## src/rtl/qam_pkg.sv

```systemverilog
// qam_pkg: carrier LUT, level type/map and output scaling shared by qam16_top.
// QAM_GRAY_MAP_EN selects the Gray level map; otherwise the natural binary map is used.
package qam_pkg;
  localparam int OUT_W = 18;
  localparam int DEMULT_SHIFT = 8;
  typedef logic signed [2:0] level_t;
  typedef logic signed [11:0] carrier_t;
  localparam carrier_t SIN_LUT [16] = '{
    12'sd0, 12'sd783, 12'sd1447, 12'sd1891, 12'sd2047, 12'sd1891, 12'sd1447, 12'sd783,
    12'sd0, -12'sd783, -12'sd1447, -12'sd1891, -12'sd2047, -12'sd1891, -12'sd1447, -12'sd783
  };
  // For a binary index b, {~b[1], b[0], 1} is 2b-3 in 3-bit two's complement.
  function automatic level_t level_map(input logic [1:0] f);
`ifdef QAM_GRAY_MAP_EN
    return level_t'({~f[1], f[1] ^ f[0], 1'b1});
`else
    return level_t'({~f[1], f[0], 1'b1});
`endif
  endfunction
endpackage

```

## src/rtl/qam_nco.sv

```systemverilog
// qam_nco: registered cos/sin carrier lookup, one carrier cycle per symbol period.
module qam_nco
  import qam_pkg::*;
#(
  parameter int SPS = 16
) (
  input  logic                   axi_clk,
  input  logic                   axi_rst,
  input  logic [$clog2(SPS)-1:0] cnt,
  output carrier_t               cos_val,
  output carrier_t               sin_val
);
  logic [3:0] k, kc;
  assign k  = cnt[$clog2(SPS)-1 -: 4];
  assign kc = k + 4'd4;
  always_ff @(posedge axi_clk) begin
    if (axi_rst) begin
      cos_val <= '0;
      sin_val <= '0;
    end else begin
      cos_val <= SIN_LUT[kc];
      sin_val <= SIN_LUT[k];
    end
  end
endmodule

```

## src/rtl/qam16_top.sv

```systemverilog
// qam16_top: 16-QAM map, carrier modulation and coherent demix to raw I/Q baseband.
// Level map chosen by QAM_GRAY_MAP_EN (see qam_pkg).
module qam16_top
  import qam_pkg::*;
#(
  parameter int SPS = 16
) (
  input  logic                    axi_clk,
  input  logic                    axi_rst,
  input  logic                    din_valid,
  input  logic [3:0]              din,
  output logic                    din_ready,
  output logic                    demult_valid,
  output logic signed [OUT_W-1:0] demult_i,
  output logic signed [OUT_W-1:0] demult_q
);
  localparam int CW = $clog2(SPS);
  logic [CW-1:0] cnt;
  logic [3:0] sym, sym_d;
  logic tag, tag_d;
  logic [3:0] vp;
  carrier_t cos_n, sin_n, cos_a, sin_a, cos_b, sin_b, cos_c, sin_c;
  level_t lvl_i, lvl_q;
  logic signed [14:0] pi_b, pq_b;
  logic signed [15:0] s_c;
  logic signed [27:0] mi_d, mq_d;
  assign din_ready = cnt == CW'(SPS - 1);
  qam_nco #(.SPS(SPS)) u_nco (
    .axi_clk (axi_clk),
    .axi_rst (axi_rst),
    .cnt     (cnt),
    .cos_val (cos_n),
    .sin_val (sin_n)
  );
  // sym_d/tag_d delay the held symbol by one so it lines up with the registered carrier
  always_ff @(posedge axi_clk) begin
    if (axi_rst) begin
      cnt          <= '0;
      sym          <= '0;
      tag          <= 1'b0;
      sym_d        <= '0;
      tag_d        <= 1'b0;
      vp           <= '0;
      lvl_i        <= '0;
      lvl_q        <= '0;
      cos_a        <= '0;
      sin_a        <= '0;
      pi_b         <= '0;
      pq_b         <= '0;
      cos_b        <= '0;
      sin_b        <= '0;
      s_c          <= '0;
      cos_c        <= '0;
      sin_c        <= '0;
      mi_d         <= '0;
      mq_d         <= '0;
      demult_valid <= 1'b0;
      demult_i     <= '0;
      demult_q     <= '0;
    end else begin
      cnt <= cnt + 1'b1;
      if (din_ready) begin
        sym <= din_valid ? din : 4'd0;
        tag <= din_valid;
      end
      sym_d        <= sym;
      tag_d        <= tag;
      lvl_i        <= tag_d ? level_map(sym_d[3:2]) : level_t'(0);
      lvl_q        <= tag_d ? level_map(sym_d[1:0]) : level_t'(0);
      cos_a        <= cos_n;
      sin_a        <= sin_n;
      vp           <= {vp[2:0], tag_d};
      pi_b         <= 15'(lvl_i) * 15'(cos_a);
      pq_b         <= 15'(lvl_q) * 15'(sin_a);
      cos_b        <= cos_a;
      sin_b        <= sin_a;
      s_c          <= 16'(pi_b) - 16'(pq_b);
      cos_c        <= cos_b;
      sin_c        <= sin_b;
      mi_d         <= 28'(s_c) * 28'(cos_c);
      mq_d         <= 28'(s_c) * 28'(sin_c);
      demult_valid <= vp[3];
      demult_i     <= OUT_W'(mi_d >>> DEMULT_SHIFT);
      demult_q     <= OUT_W'((-mq_d) >>> DEMULT_SHIFT);
    end
  end
endmodule

```

## config.mk

```make
export PLATFORM = sky130hd
export DESIGN_NAME = qam16_top
export DESIGN_NICKNAME = d
export VERILOG_FILES = /design/src/rtl/qam_pkg.sv /design/src/rtl/qam_nco.sv /design/src/rtl/qam16_top.sv
export SDC_FILE = /design/constraint.sdc
export NUM_CORES = 1
export LEC_CHECK = 0
export ABC_AREA = 0
export CAP_MARGIN = 25
export CORE_MARGIN = 2
export CORE_UTILIZATION = 28
export DETAILED_ROUTE_END_ITERATION = 8
export GPL_ROUTABILITY_DRIVEN = 0
export PLACE_DENSITY = 0.52
export SYNTH_ARGS = -nofsm -noshare
export SYNTH_HDL_FRONTEND = slang
export SYNTH_SLANG_ARGS = --single-unit
```

## constraint.sdc

```tcl
create_clock -name axi_clk -period 6.4 [get_ports axi_clk]
set_input_delay 1.28 -clock axi_clk [delete_from_list [all_inputs] [get_ports axi_clk]]
set_output_delay 1.28 -clock axi_clk [all_outputs]
set_load 0.02 [all_outputs]
```

# Word level (Yosys, flattened, before mapping)
# Memories as Yosys holds them, arrays and structs flattened. A register that Yosys moved wholly into a read port is not among the register bits.
# Cells that the tools add are included.
# Widths: inputs -> output; s select.
# word_totals
regBits,231
rom_bits,384
input_bits,7
out_inout_bits,38
elab_cells,44
mem_count,2
# op_classes
addsub,4
mul,4
n_eq_ne,1
mux,3
n_bitwise,5
reduce_logical,1
# memory_table
name,depth,width,rd,rd_ports_with_merged_regs,write_ports,line,rtl
(no name shown),16,12,1,1,0,qam_nco.sv:22,sin_val <= SIN_LUT[k];
(no name shown),16,12,1,1,0,qam_nco.sv:21,cos_val <= SIN_LUT[kc];
# ops
cell,count
$mul 16x12->26,2
$mul 3x12->15,2
$neg 26->26,1
$sub 15x15->16,1
$not 4->5,2
$add 4x1->4 const B,1
$add 4x3->4 const B,1
$eq 4x4->1 const B,1
$mux 4,1
$not 1->1,3
$mux 1,2
$reduce_or 2->1,1

# Longest topological paths before layout
# depth
depth_word,2
ltp_mapped,22
mapped_depth_nobuf,21

# By module
# From an unflattened synthesis, not the netlist that was laid out.
# hier_totals
hier_cells,2458
area_unflattened_um2,22591.7
# by_module_without_submodules
module,n_inst,cells_each,area_each_um2,seq_area_each_um2
qam16_top,1,2369,21692.1,4424.2
qam_nco,1,89,899.6,400.4

# Worst setup path after synthesis
# No wires, ideal clock.
# synth_path
path_kind,reg2reg
from,reg s_c[10]
to,reg mq_d[24]
setup_time_ns,0.121
t_arrival_ns,5.285
required_ns,6.279
path_slack_ns,0.994
stages_incl_launch_ff,21
n_path_buf,2
period_less_slack_ns,5.406
path_cell_list,dfxtp_1 -> clkbuf_1 -> clkbuf_1 -> nand2_1 -> fa_1 -> fa_1 -> fa_1 -> inv_1 -> fa_1 -> inv_1 -> fa_1 -> inv_1 -> ha_1 -> or3_1 -> o22ai_1 -> nor3_1 -> nor2_1 -> a31oi_1 -> a211oi_1 -> o2bb2ai_1 -> mux2_2
# synth_between
elab_chain_cells,1
# synth_rtl
element,line,rtl
from (decl),qam16_top.sv:25,logic signed [15:0] s_c;
from (signal assigned),qam16_top.sv:77,s_c <= 16'(pi_b) - 16'(pq_b);
$mul 16x12->26,qam16_top.sv:81,mq_d <= 28'(s_c) * 28'(sin_c);
to (signal assigned),qam16_top.sv:81,
to (decl),qam16_top.sv:26,"logic signed [27:0] mi_d, mq_d;"
# No other way between the ends.
# A chain may end at the register's enable or synchronous reset.

# Worst setup path in the final report
# layout_path
from,reg s_c[5]
to,reg mq_d[24]
# Same word-level chain as after synthesis.

==> summary.txt <==
Floorplan
  – Die area: 81100 µm²
  – Core box area: around 80000 µm²
  – Die width: 284.8 µm
  – Initial Utilization: between 20 and 30%
  – Rows: slightly above 100
  – I/O Pins: between 40 and 50
  – Die H: between 200 and 300 µm

Clocking
  – H-tree levels: 1
  – Clock transition at path regs: roughly 70 ps
  – CTS buffer count: 29
  – Clk root buf: clkbuf_16
  – Setup bufs post-CTS: 0
  – CTS Buffer Depth: 3
  – TritonCTS clock tree: yes
  – Clock Sink Count: 229
  – PostCTS Resize Cnt: 0
  – Worst-Skew Late Latency: ~590 ps
  – Hold buffer count at CTS: 0

Global routing
  – Largest net degree at the start of global routing: between 90 and 100
  – Gr usage total: 11.96%
  – First-pass GRT wire length: 79160 µm
  – GR Overflow Total: 0
  – Vias in the first global route: ~15000
  – Initial antenna violation count: 1

Final layout
  – Proportion of layout cells with a drive suffix above 1: a little over 4%
  – Final core utilization: 31.81%
  – Final cell area excluding filler cells: 24730 µm²
  – Nets: between 2000 and 3000
  – Diode count: 0
  – Synth-to-Final Area Change: 12.01%
  – Filler cells: approximately 8200

Routing
  – Residual DRC: 0
  – Via count: 14460
  – DR vias/cell: between 4 and 5
  – Routed metal-1 wirelength: roughly 22000 µm
  – Routed wire length: ~46000 µm
  – Final ANT Viol Nets: 0
  – Highest Signal Layer: met4
  – Metal2 WL: about 21000 µm
  – DRT iter0 DRCs: 527
  – Routed wl met3: about 1600 µm
  – Wire per inst: between 10 and 15 µm
  – Router iterations before antenna repair: 4

Setup path
  – Worst path slowest cell: dfxtp_1
  – Max FO, Critical Path: 20
  – CP peak stage delay: between 800 and 900 ps
  – Critical Setup Path Class: reg -> reg
  – Crit. End Element: flip-flop
  – Critical-path cell list: nand2_1, fa_1, fa_1, inv_1, fa_1, fa_1, inv_1, fa_1, inv_1, ha_1, or3_1, o22ai_1, nor3_1, nor2_1, a31oi_1, a211oi_1, o2bb2ai_1, mux2_2
  – Worst Path Required: approximately 6900 ps
  – Crit-path most repeated cell: fa_1
  – Critical path startpoint category: flip-flop
  – Arrival time at the worst endpoint: around 6400 ps

Placed design
  – Placed Area: between 20000 and 25000 µm²
  – PortBufs: 44
  – Post-DP HPWL: about 38000 µm

Pwr
  – Pwr/cell area: 133.7 nW/µm²
  – LEAKAGE: roughly 12 nW
  – Peak supply drop: ~0.00019 V

Synth
  – Cell taking the most area after synthesis: fa_1
  – Post-synth ARST share: 0%
  – Total number of yosys warnings: 0
  – Most instantiated cells after synthesis: 521 x inv_1, 361 x fa_1, 287 x nand2_1
  – Synth area leaders: fa_1 33%, dfxtp_1 21%, ha_1 10%
  – Synth top area share: 32.74%
  – #FFs+latches synth: approximately 230
  – Top FF cell, synth: dfxtp_1
  – Register area share after synthesis: slightly above 20%
  – Avg Cell Area, Syn: approximately 9.1 µm²
  – Synthesized net count: 2962
  – Most instantiated library cell after synthesis: inv_1
  – Netlist cell types: 62
  – Gate Count Post-Synth: 2414
  – Mapped Area: approximately 22000 µm²
  – Post-synth EDFFs: 0

Timing
  – Final TNS setup: 0 ps
  – Crit path time final: roughly 5900 ps
  – Max frequency: approximately 170 MHz
  – Slew headroom: between 40 and 50%
  – # setup viols final: 0
  – Max-slew violation count: 0
  – Skew final: ~24 ps
  – Fin crit share: between 90 and 100%
  – RSZ-0062 raised after global routing: false
  – Slew @ Worst Pin: around 830 ps
  – Hold Vio Cnt, Final: 0

Status
  – Status: finished, final reports clean

Run
  – Max Cap Viol: 0

Min path
  – Worst min path class: reg -> reg
[power by group]
group	internal, mW	switching [mW]	total (mW)
Sequential	1.45	0.0330	1.49
Clock	1.03	0.689	1.72
Combinational	0.0393	0.0571	0.0964
[through the flow]
stage	power (mW)	hold slack, ps	std cells	worst slack (ps)
3_3_place_gp	1.618	375.6	3440	517.5
6_report	3.305	364.2	3493	461.9
5_1_grt	3.461	400.2	3493	114.1
3_5_place_dp	1.618	371.7	3440	503.4
4_1_cts	3.383	363.2	3493	470.1
2_1_floorplan	1.579	368.2	2414	994.2
[worst paths after layout]
| path | startpoint | end | slack [ps] | cells after the start |
|---|---|---|---|---|
| min | sym_d[1] | lvl_q[2] | 360 | 1 |
| max reg2reg | s_c[5] | mq_d[24] | 460 | 18 |
| max | s_c[5] | mq_d[24] | 460 | 18 |
| min reg2reg | sym_d[1] | lvl_q[2] | 360 | 1 |
[kinds of logic after synthesis]
family | after synthesis | synth area share, %
adders and majority gates | 541 | 42.94
AOI/OAI and AO/OA | 155 | 4.540
muxes | 9 | 0.4251
buffers and inverters | 609 | 10.36
and+or+nand+nor | 774 | 17.11
DFF | 229 | 20.77
xor gates and xnor gates | 97 | 3.849
[final cells by class]
type / count / area [µm²] / share of cell area [%]
multi-input combinational: 1576 / 15200 / 61.48
sequential: 229 / 4584 / 18.54
inverter: 522 / 1959 / 7.925
tap: 1040 / 1301 / 5.263
clock buffer: 37 / 825.8 / 3.340
timing repair buffer: 73 / 671.9 / 2.717
clock inverter: 16 / 180.2 / 0.7287
[critical path, delay by kind of cell (launching register included)]
family                   cells  cell delay, ps
adder cells (fa/ha/maj)      6            2690
AO/OA/AOI/OAI                4             940
AND/OR/NAND/NOR              4             860
flip-flops                   1             830
multiplexers                 1             340
buffers and inverters        3             140
[sequential cells by signal (all words and copies together), names as in the netlist, 15 cells and up]
name      count
pi_b         15
pq_b         15
mi_d         18
demult_i     18
s_c          16
mq_d         26
demult_q     18
[cell usage in the layout, fill, tap and decap left out, types with 20 or more instances in the layout]
master,instances
o21ai_0,23
nand2b_1,40
inv_1,521
xnor2_1,60
nand2_1,287
buf_4,28
fa_1,361
xor2_1,37
and2_1,94
clkdlybuf4s50_1,43
a21o_1,20
dfxtp_1,229
a21oi_1,52
nor2_1,152
nor2b_1,117
nor3_1,23
clkbuf_16,29
ha_1,180
[layer usage]
layer	up-vias	track usage, %
li1	7227	-
met1	7013	16.72
met2	162	19.54
met3	53	1.592
met4	0	2.895
met5	-	0
No activity file was read; power rests on OpenSTA's default activity.
